## src/rtl/ram2reg_if.sv

```systemverilog
// RAM-side bus of ram2reg: read-only access to a synchronous 32-bit RAM.
// ram2reg drives it through the master modport; the RAM sits on the slave modport.
interface ram2reg_if;
    logic        ram_clk;
    logic        ram_rst;
    logic        ram_en;
    logic [31:0] ram_addr;
    logic [3:0]  ram_we;
    logic [31:0] ram_wr_data;
    logic [31:0] ram_rd_data;

    modport master (
        output ram_clk,
        output ram_rst,
        output ram_en,
        output ram_addr,
        output ram_we,
        output ram_wr_data,
        input  ram_rd_data
    );

    modport slave (
        input  ram_clk,
        input  ram_rst,
        input  ram_en,
        input  ram_addr,
        input  ram_we,
        input  ram_wr_data,
        output ram_rd_data
    );
endinterface

```

## src/rtl/ram2reg.sv

```systemverilog
// ram2reg: on a rising edge of rd_en_i, copies WORDS consecutive words from RAM into a
// 32-entry register file. Define RAM2REG_CHECKSUM_EN to add the XOR checksum output csum_o.
module ram2reg #(
    parameter logic [31:0] BASE_ADDR = 32'h0000_0000,
    parameter int          WORDS     = 32,
    parameter int          RD_LAT    = 1
) (
    input  logic        clk,
    input  logic        rst,
    ram2reg_if.master   ram,
    input  logic        rd_en_i,
    output logic        busy_o,
    output logic        done_o,
    input  logic [4:0]  reg_addr_i,
    output logic [31:0] reg_data_o
`ifdef RAM2REG_CHECKSUM_EN
    ,
    output logic [31:0] csum_o
`endif
);

    localparam logic [1:0] IDLE  = 2'd0;
    localparam logic [1:0] READ  = 2'd1;
    localparam logic [1:0] DRAIN = 2'd2;
    localparam logic [1:0] DONE  = 2'd3;

    localparam logic [4:0] LAST_IDX   = 5'(WORDS - 1);
    localparam logic [1:0] DRAIN_LAST = 2'(RD_LAT - 1);

    logic [1:0]  state;
    logic [4:0]  idx;
    logic [1:0]  drain_cnt;
    logic        rd_en_d;
    logic        start;

    logic        vld_p0, vld_p1, vld_p2;
    logic [4:0]  idx_p0, idx_p1, idx_p2;
    logic        cap_vld;
    logic [4:0]  cap_idx;

    logic [31:0] regs [32];

    // rd_en_d resets high so a level held through reset is not seen as an edge
    always_ff @(posedge clk) begin
        if (rst) begin
            rd_en_d <= 1'b1;
        end else begin
            rd_en_d <= rd_en_i;
        end
    end

    assign start = rd_en_i & ~rd_en_d;

    always_ff @(posedge clk) begin
        if (rst) begin
            state     <= IDLE;
            idx       <= '0;
            drain_cnt <= '0;
        end else begin
            case (state)
                IDLE: begin
                    if (start) begin
                        state <= READ;
                        idx   <= '0;
                    end
                end
                READ: begin
                    if (idx == LAST_IDX) begin
                        state     <= DRAIN;
                        idx       <= '0;
                        drain_cnt <= '0;
                    end else begin
                        idx <= idx + 5'd1;
                    end
                end
                DRAIN: begin
                    if (drain_cnt == DRAIN_LAST) begin
                        state <= DONE;
                    end else begin
                        drain_cnt <= drain_cnt + 2'd1;
                    end
                end
                DONE: begin
                    state <= IDLE;
                end
                default: begin
                    state <= IDLE;
                end
            endcase
        end
    end

    // Stage p0..p2: issued-read tracking, one stage per cycle of RAM latency
    always_ff @(posedge clk) begin
        if (rst) begin
            vld_p0 <= 1'b0;
            vld_p1 <= 1'b0;
            vld_p2 <= 1'b0;
        end else begin
            vld_p0 <= (state == READ);
            vld_p1 <= vld_p0;
            vld_p2 <= vld_p1;
        end
    end

    always_ff @(posedge clk) begin
        idx_p0 <= idx;
        idx_p1 <= idx_p0;
        idx_p2 <= idx_p1;
    end

    always_comb begin
        cap_vld = vld_p0;
        cap_idx = idx_p0;
        if (RD_LAT == 2) begin
            cap_vld = vld_p1;
            cap_idx = idx_p1;
        end else if (RD_LAT >= 3) begin
            cap_vld = vld_p2;
            cap_idx = idx_p2;
        end
    end

    // Capture: only indices below WORDS are ever issued, so higher entries keep their value
    always_ff @(posedge clk) begin
        if (rst) begin
            for (int i = 0; i < 32; i++) begin
                regs[i] <= '0;
            end
        end else if (cap_vld) begin
            regs[cap_idx] <= ram.ram_rd_data;
        end
    end

    assign reg_data_o = regs[reg_addr_i];

`ifdef RAM2REG_CHECKSUM_EN
    logic [31:0] csum;

    always_ff @(posedge clk) begin
        if (rst) begin
            csum <= '0;
        end else if (state == IDLE && start) begin
            csum <= '0;
        end else if (cap_vld) begin
            csum <= csum ^ ram.ram_rd_data;
        end
    end

    assign csum_o = csum;
`endif

    assign busy_o          = (state != IDLE);
    assign done_o          = (state == DONE);

    assign ram.ram_clk     = clk;
    assign ram.ram_rst     = rst;
    assign ram.ram_en      = (state == READ);
    assign ram.ram_addr    = (state == READ) ? BASE_ADDR + {25'd0, idx, 2'b00} : BASE_ADDR;
    assign ram.ram_we      = 4'b0000;
    assign ram.ram_wr_data = 32'h0;

endmodule

```

## src/flat_wrapper.sv

```systemverilog
// flat-port wrapper written by rule: the top's interface ports become plain ports
module ram2reg_flat 
#(
    parameter logic [31:0] BASE_ADDR = 32'h0000_0000,
    parameter int          WORDS     = 32,
    parameter int          RD_LAT    = 1
)
  (clk, rst, rd_en_i, busy_o, done_o, reg_addr_i, reg_data_o, ram_ram_clk, ram_ram_rst, ram_ram_en, ram_ram_addr, ram_ram_we, ram_ram_wr_data, ram_ram_rd_data);
  ram2reg_if ram_i ();
  input  logic clk;
  input  logic rst;
  input  logic rd_en_i;
  output logic busy_o;
  output logic done_o;
  input  logic [4:0] reg_addr_i;
  output logic [31:0] reg_data_o;
  output wire logic [$bits(ram_i.ram_clk)-1:0] ram_ram_clk;
  output wire logic [$bits(ram_i.ram_rst)-1:0] ram_ram_rst;
  output wire logic [$bits(ram_i.ram_en)-1:0] ram_ram_en;
  output wire logic [$bits(ram_i.ram_addr)-1:0] ram_ram_addr;
  output wire logic [$bits(ram_i.ram_we)-1:0] ram_ram_we;
  output wire logic [$bits(ram_i.ram_wr_data)-1:0] ram_ram_wr_data;
  input wire logic [$bits(ram_i.ram_rd_data)-1:0] ram_ram_rd_data;
  assign ram_ram_clk = ram_i.ram_clk;
  assign ram_ram_rst = ram_i.ram_rst;
  assign ram_ram_en = ram_i.ram_en;
  assign ram_ram_addr = ram_i.ram_addr;
  assign ram_ram_we = ram_i.ram_we;
  assign ram_ram_wr_data = ram_i.ram_wr_data;
  assign ram_i.ram_rd_data = ram_ram_rd_data;
  ram2reg #(.BASE_ADDR(BASE_ADDR), .WORDS(WORDS), .RD_LAT(RD_LAT)) u_core (.clk(clk), .rst(rst), .ram(ram_i), .rd_en_i(rd_en_i), .busy_o(busy_o), .done_o(done_o), .reg_addr_i(reg_addr_i), .reg_data_o(reg_data_o));
endmodule
```

## config.mk

```make
export PLATFORM = sky130hd
export DESIGN_NAME = ram2reg_flat
export DESIGN_NICKNAME = d
export VERILOG_FILES = /design/src/rtl/ram2reg_if.sv /design/src/rtl/ram2reg.sv /design/src/flat_wrapper.sv
export SDC_FILE = /design/constraint.sdc
export NUM_CORES = 1
export LEC_CHECK = 0
export BUFFER_PORTS_ARGS = -buffer_cell sky130_fd_sc_hd__buf_4
export CORE_UTILIZATION = 60
export CTS_BUF_LIST = sky130_fd_sc_hd__clkbuf_4
export CTS_CLUSTER_DIAMETER = 60
export CTS_CLUSTER_SIZE = 24
export DETAILED_ROUTE_END_ITERATION = 16
export PLACE_DENSITY = 0.77
export SLEW_MARGIN = 5
export SYNTH_ARGS = -nofsm -noshare
export SYNTH_HDL_FRONTEND = slang
export SYNTH_SLANG_ARGS = --single-unit
```

## constraint.sdc

```tcl
create_clock -name clk -period 4.1 [get_ports clk]
set_input_delay 0.41 -clock clk [delete_from_list [all_inputs] [get_ports clk]]
set_output_delay 0.41 -clock clk [all_outputs]
set_load 0.05 [all_outputs]
```

-- Word-level counts from Yosys, hierarchy flattened
Memory sizes are Yosys's and may differ from the RTL's.
Cells that the tools add are included.
- logic and storage cells: 47
- output and inout bits: 105
- memories kept: 1
- memory bits (read-only): 0
- RAM bits: 1024
- register bits after elaboration: 16
- input bits: 40
- latch bits: 0
- reductions and logical operators: 9
- bitwise logic cells: 2
- equal/unequal tests: 8
- div/mod/pow operators: 0
- multiply operators: 0
- add/subtract/negate cells: 2
- shift operators: 0
- magnitude comparators: 0
- muxes and demuxes: 19
- memory list (name ; depth ; width ; read ports ; clocked after memory_dff ; write ports ; RTL line ; text):
    u_core.regs ; 32 ; 32 ; 1 ; 0 ; 32 ; ram2reg.sv:41 ; logic [31:0] regs [32];
- operators by type and width (cell ; number):
    two-way mux 32 bit ; 1
    OR reduction 32 bit ; 1
    two-way mux 5 bit ; 3
    two-way mux 2 bit ; 5
    case mux 5 bit (2 select lines) ; 1
    case mux 2 bit (4 select lines) ; 1
    two-way mux 7 bit ; 1
    two-way mux 1 bit ; 6
    != test 2 x 1 -> 1 bit, second input constant ; 3
    AND reduction 3 bit ; 2
    nonzero test 2 bit ; 3
    adder 5 x 1 -> 5 bit, second input constant ; 1
    equality test 5 bit, second input constant ; 1
    equality test 2 bit, second input constant ; 2
    logical NOT 2 bit ; 2
    case mux 2 bit (2 select lines) ; 1
    adder 2 x 1 -> 2 bit, second input constant ; 1
    equality test 2 x 1 -> 1 bit, second input constant ; 1
    != test 2 bit, second input constant ; 1
    AND reduction 2 bit ; 1
    bitwise AND 1 bit ; 1
    inverter 1 bit ; 1

-- Logic depth before layout (Yosys ltp)
Gate-level depths: netlist of run 1.
- depth after elaboration: 5
- depth in mapped cells: 8
- mapped depth without buffers: 8

==> impl_metrics.env, run 1 <==
export IMPL_path_class="register to register"
export IMPL_finalSetupViolCount=0
export IMPL_slew_headroom=0.216
export IMPL_dpl_hpwl_um=71100
export IMPL_drt_vias_per_instance=6.07
export IMPL_hp_class="register to register"
export IMPL_worst_pin_slew_ns=1.17
export IMPL_end_kind="register"
export IMPL_fp_row_count=104
export IMPL_grt_first_pass_wirelength_um=175000
export IMPL_status="finished clean"
export IMPL_yosysUniqueCellTypes=40
export IMPL_grt_overflow=0
export IMPL_stdcell_count=4707
export IMPL_synth_flop_cell="edfxtp_1"
export IMPL_nNetsFinal=3630
export IMPL_fp_dieArea_um2=82200
export IMPL_avgRoutedWirePerCell_um=25.6
export IMPL_synth_top_area_share=0.632
export IMPL_drt_initial_drc_count=3413
export IMPL_leakagePower_uw=0.0198
export IMPL_setup_tns_final_ns=0
export IMPL_grt_pass1_vias=26936
export IMPL_final_core_util=0.638
export IMPL_final_hold_violation_count=0
export IMPL_area_growth_synth_to_final_pct=5.47
export IMPL_start_util=0.605
export IMPL_ioPinCount=145
export IMPL_fmax_mhz=292
export IMPL_arrival_ns=4.09
export IMPL_p_per_area_nw_per_um2=385
export IMPL_synthesis_area_um2=48700
export IMPL_dp_cells=4528
export IMPL_design_core_area_um2=80400
export IMPL_synth_avg_cell_area_um2=13.4
export IMPL_final_common_cell="and2_1"
export IMPL_nFillCells=5976
export IMPL_final_cell_mix="and2_1, edfxtp_1, mux2i_1"
export IMPL_clock_skew_ns=0.0645
export IMPL_grt_max_degree=80
export IMPL_cts_tree="yes"
export IMPL_ant_nets=0
export IMPL_path_clk_slew_ns=0.23
export IMPL_synth_edf_count=1024
export IMPL_required_ns=4.77
export IMPL_ys_warn_count=0
export IMPL_rsz0062_at_grt="false"
export IMPL_place_gp_congestion=0.856
export IMPL_netlist_top_cells_area="edfxtp_1, and2_1, mux2i_1"
export IMPL_crit_path_max_fanout=33
export IMPL_worstPathCellList="or3_1 -> nor2_4 -> or2_2"
export IMPL_layout_drive_gt1_share=0.103
export IMPL_slew_viol_final=0
export IMPL_antenna_found_initial=4
export IMPL_dr_pass1_iters=6
export IMPL_cp_slowest_cell="or2_2"
export IMPL_drc=0
export IMPL_synth_area_leader_cell="edfxtp_1"
export IMPL_chipWidth_um=287
export IMPL_setup_worst_path_start_class="register"
export IMPL_routed_wl_um=121000
export IMPL_fin_crit_ns=3.42
export IMPL_synth_seq_cells=1040
export IMPL_min_period_over_period=0.834
export IMPL_grt_total_usage=0.292
export IMPL_die_h_um=287
export IMPL_max_stage_delay_ns=0.88
export IMPL_vias=28562
export IMPL_syn_inst=3625
export IMPL_maxCapViolCount=0
export IMPL_async_flop_share=0
export IMPL_ys_seq_area_frac=0.638
export IMPL_peakVddDrop_mv=0.400
export IMPL_clk_latency_ns=1.08
export IMPL_port_buffers=81
-- layout make-up --
class                           count  area [µm²]  area share
Sequential cell                  1040       31100       0.605
Multi-Input combinational cell   2252       15800       0.307
Inverter                            6        22.5    0.000439
Clock inverter                     53         662      0.0129
Clock buffer                       83         623      0.0121
Tap cell                         1060        1330      0.0258
Timing Repair Buffer              205        1840      0.0358
Antenna cell                        8        20.0    0.000390
-- worst max-delay path, delay by kind of cell, from the launching register on --
family / cells / cell delay [ns]
flip-flops: 1 / 0.40
AND/OR/NAND/NOR: 3 / 2.57
-- through the flow --
stage	power (µW)	setup slack (ns)	hold WS (ns)	area [µm²]
floorplan	14000	1.47	0.360	48900
global placement	14700	0.571	0.375	49700
detailed placement	14800	0.557	0.382	49700
CTS	19800	0.718	0.344	51300
global route	20300	0.648	0.368	51300
finish	19800	0.680	0.361	51300
-- logic make-up (layout without fill, tap and decap cells) --
family / Yosys count / count (layout) / synth area share
xor gates and xnor gates: 2 / 2 / 0.000360
adders and majority gates: 8 / 8 / 0.00206
and+or+nand+nor: 1368 / 1368 / 0.168
other: 1 / 71 / 0.0000771
buffers and inverters: 395 / 347 / 0.0439
DFF: 1040 / 1040 / 0.638
AOI/OAI and AO/OA: 297 / 297 / 0.0415
muxes: 514 / 514 / 0.106
-- sequential cells by signal (all words and copies together), names as in the netlist --
| signal | flops |
|---|---|
| u_core.cap_idx | 5 |
| u_core.cap_vld | 1 |
| u_core.drain_cnt | 2 |
| u_core.idx | 5 |
| u_core.rd_en_d | 1 |
| u_core.regs | 1024 |
| u_core.state | 2 |
-- path summary, 6_finish.rpt --
kind                               from                           endpoint  slack [ns]  depth (start not counted)
max           u_core.cap_idx[1]$_DFF_P_  u_core.regs[24][18]$_SDFFCE_PN0P_        0.68                          3
min          u_core.idx[1]$_SDFFE_PP0P_          u_core.cap_idx[1]$_DFF_P_        0.36                          0
max reg2reg   u_core.cap_idx[1]$_DFF_P_  u_core.regs[24][18]$_SDFFCE_PN0P_        0.68                          3
min reg2reg  u_core.idx[1]$_SDFFE_PP0P_          u_core.cap_idx[1]$_DFF_P_        0.36                          0
-- Yosys cell counts, types with 3 or more instances --
cell type / count
nor2b_1: 5
clkbuf_2: 15
nand3_1: 99
buf_4: 104
buf_2: 34
clkbuf_1: 202
nor2_8: 6
a31oi_1: 32
nor3_1: 32
a22o_1: 64
nor2_2: 3
dfxtp_1: 16
nand2_1: 104
and2_1: 1032
mux2i_1: 514
nor2_1: 33
buf_1: 7
a21oi_1: 99
nand3b_1: 4
ha_1: 8
nand2b_1: 6
or2_2: 34
edfxtp_1: 1024
inv_1: 6
buf_6: 27
a22oi_1: 96
-- what timing repair did --
item | 4_1_cts | 5_1_grt
hold endpoints to repair | 1032 | 0
endpoints found under the setup margin | 0 | 0
resized for setup | 0 | 0
hold buffers | 36 | 0
setup buffers | 0 | 0
-- per-layer routing --
layer	vias up	GRT usage	part of all wire	wire (µm)
met5	-	0	0	0
met4	0	0.0985	0.033	4030
met3	195	0.0601	0.11	12700
met2	1430	0.451	0.46	55000
met1	14257	0.416	0.41	48900
li1	12680	-	-	-
-- report_power, final --
part | internal [µW] | switching (µW) | leakage (µW)
combinational | 646 | 1630 | 0.00882
sequential | 12100 | 144 | 0.0103
clock | 1500 | 3730 | 0.000692
No activity file was read; power rests on OpenSTA's default activity.
==> run 2, diff against run 1 <==
==> constraint.sdc (replaced) <==
create_clock -name clk -period 3.47 [get_ports clk]
set_input_delay 0.347 -clock clk [delete_from_list [all_inputs] [get_ports clk]]
set_output_delay 0.347 -clock clk [all_outputs]
set_load 0.05 [all_outputs]
==> run 2 against run 1 <==
Against the previous run: register-to-register slack gained 0.14 ns; clock power grew 17%; critical path depth grew 3; via count grew 1.2%; flip-flop and latch count is the same; wire length grew 4.1%.
==> impl_metrics.env, run 2 (synthesized netlist as in run 1, its figures left out) <==
export IMPL_worst_pin_slew_ns=1.15
export IMPL_final_core_util=0.644
export IMPL_power_internal_uw=17000
export IMPL_hp_class="input pin to register"
export IMPL_antenna_found_initial=6
export IMPL_final_hold_violation_count=0
export IMPL_finalInstanceArea_um2=51800
export IMPL_required_ns=3.12
export IMPL_p_sw_frac=0.273
export IMPL_nNetsFinal=3658
export IMPL_stdcell_count=4734
export IMPL_area_growth_synth_to_final_pct=6.42
export IMPL_multi_input_area_um2=15800
export IMPL_dr_pass1_iters=5
export IMPL_status="finished clean"
export IMPL_final_common_cell="and2_1"
export IMPL_cts_resized=0
export IMPL_die_h_um=287
export IMPL_design_core_area_um2=80400
export IMPL_leakagePower_uw=0.0200
export IMPL_grt_max_degree=71
export IMPL_setup_worst_path_start_class="register"
export IMPL_crit_path_max_fanout=1
export IMPL_path_buf_inv=1
export IMPL_setup_tns_final_ns=0
export IMPL_routed_wl_um=126000
export IMPL_clk_latency_ns=1.08
export IMPL_clock_skew_ns=0.0855
export IMPL_max_stage_delay_ns=0.48
export IMPL_grt_busiest_layer="met2"
export IMPL_ioPinCount=145
export IMPL_seq_power_share=0.620
export IMPL_avgRoutedWirePerCell_um=26.5
export IMPL_end_kind="primary output"
export IMPL_gr_usage_met3=0.0567
export IMPL_peakVddDrop_mv=0.427
export IMPL_cp_slowest_cell="a31oi_1"
export IMPL_p_per_area_nw_per_um2=452
export IMPL_fin_crit_ns=3.31
export IMPL_final_cell_mix="and2_1, edfxtp_1, mux2i_1"
export IMPL_place_gp_congestion=0.838
export IMPL_path_clk_slew_ns=0.21
export IMPL_seq_area_um2=31100
export IMPL_path_class="register to primary output"
export IMPL_grt_pass1_vias=28040
export IMPL_place_area_um2=50200
export IMPL_fp_row_count=104
export IMPL_grt_use_met2=0.483
export IMPL_pwr_share_comb=0.118
export IMPL_layout_drive_gt1_share=0.110
export IMPL_cts_setup_buffers=0
export IMPL_use_met1=0.433
export IMPL_slew_headroom=0.230
export IMPL_finalSetupViolCount=0
export IMPL_grt_first_pass_wirelength_um=183000
export IMPL_grt_overflow=0
export IMPL_pwr_share_clk=0.263
export IMPL_min_period_over_period=0.953
export IMPL_fmax_mhz=302
export IMPL_arrival_ns=2.96
export IMPL_worstPathCellList="mux2i_1 -> a22o_1 -> nor3_1 -> a31oi_1 -> nand3_1 -> buf_4"
export IMPL_slew_viol_final=0
export IMPL_largest_register_ffs=1024
export IMPL_vias=28900
export IMPL_grt_total_usage=0.307
export IMPL_nFillCells=5912
export IMPL_chipWidth_um=287
export IMPL_ctsHoldBuffers=36
export IMPL_ant_nets=0
export IMPL_fp_dieArea_um2=82200
export IMPL_p_switching_uw=6380
export IMPL_rsz0062_at_grt="false"
export IMPL_drc=0
export IMPL_port_buffers=81
export IMPL_dp_cells=4559
export IMPL_drt_initial_drc_count=3476
export IMPL_dpl_hpwl_um=72800
export IMPL_drt_vias_per_instance=6.10
export IMPL_maxCapViolCount=0
export IMPL_top_register="u_core.regs"
export IMPL_start_util=0.605
export IMPL_cts_tree="yes"
export IMPL_cpLargestDelayFamily="compound AO/OA/AOI/OAI gates"
[run 2: cell types whose count changed in the layout (fill, tap and decap cells not counted), sizes merged]
cell      delta
clkinvlp     +7
clkinv       -2
diode        -2
clkbuf       -1
buf         +31
inv          -9
bufinv       +3
[run 2: routing by layer]
layer	wire, µm	part of all wire
met4	4040	0.032
met2	58400	0.47
met5	0	0
met1	50500	0.40
met3	12500	0.10
[run 2: path summary, 6_finish.rpt]
check	to	cells after the start	slack, ns	from
hold / removal	u_core.regs[26][26]$_SDFFCE_PN0P_	3	0.34	ram_ram_rd_data[26]
setup / recovery	reg_data_o[5]	6	0.16	u_core.regs[5][5]$_SDFFCE_PN0P_
hold reg to reg	u_core.drain_cnt[0]$_SDFFE_PP0P_	2	0.48	u_core.drain_cnt[0]$_SDFFE_PP0P_
setup reg to reg	u_core.regs[16][10]$_SDFFCE_PN0P_	6	0.82	u_core.cap_vld$_SDFF_PP0_
[run 2: worst reg2reg max path, delay by kind of cell, from the launching register on]
kind	cells	cell delay, ns
simple gates	4	1.32
buf+inv	2	0.58
flops	1	0.42
[run 2: power groups by stage]
stage | clock network, µW | registers [µW] | logic (µW)
2_1_floorplan | 62.1 | 14700 | 1820
3_3_place_gp | 62.1 | 14800 | 2660
3_5_place_dp | 62.1 | 14800 | 2690
4_1_cts | 6170 | 14500 | 2730
5_1_grt | 6600 | 14500 | 2880
6_report | 6140 | 14500 | 2750
[run 2: layout make-up]
type / count / area share
Antenna cell: 6 / 0.000290
Clock buffer: 82 / 0.0119
Clock inverter: 52 / 0.0123
Inverter: 6 / 0.000435
Multi-Input combinational cell: 2252 / 0.304
Sequential cell: 1040 / 0.600
Tap cell: 1060 / 0.0256
Timing Repair Buffer: 236 / 0.0450
[run 2: through the flow]
stage	hold slack [ns]	setup slack, ns	power [µW]
2_1_floorplan	0.360	1.22	16600
3_3_place_gp	0.454	0.272	17500
6_report	0.345	0.163	23400
3_5_place_dp	0.457	0.285	17500
4_1_cts	0.289	0.102	23400
5_1_grt	0.298	0.0724	24000
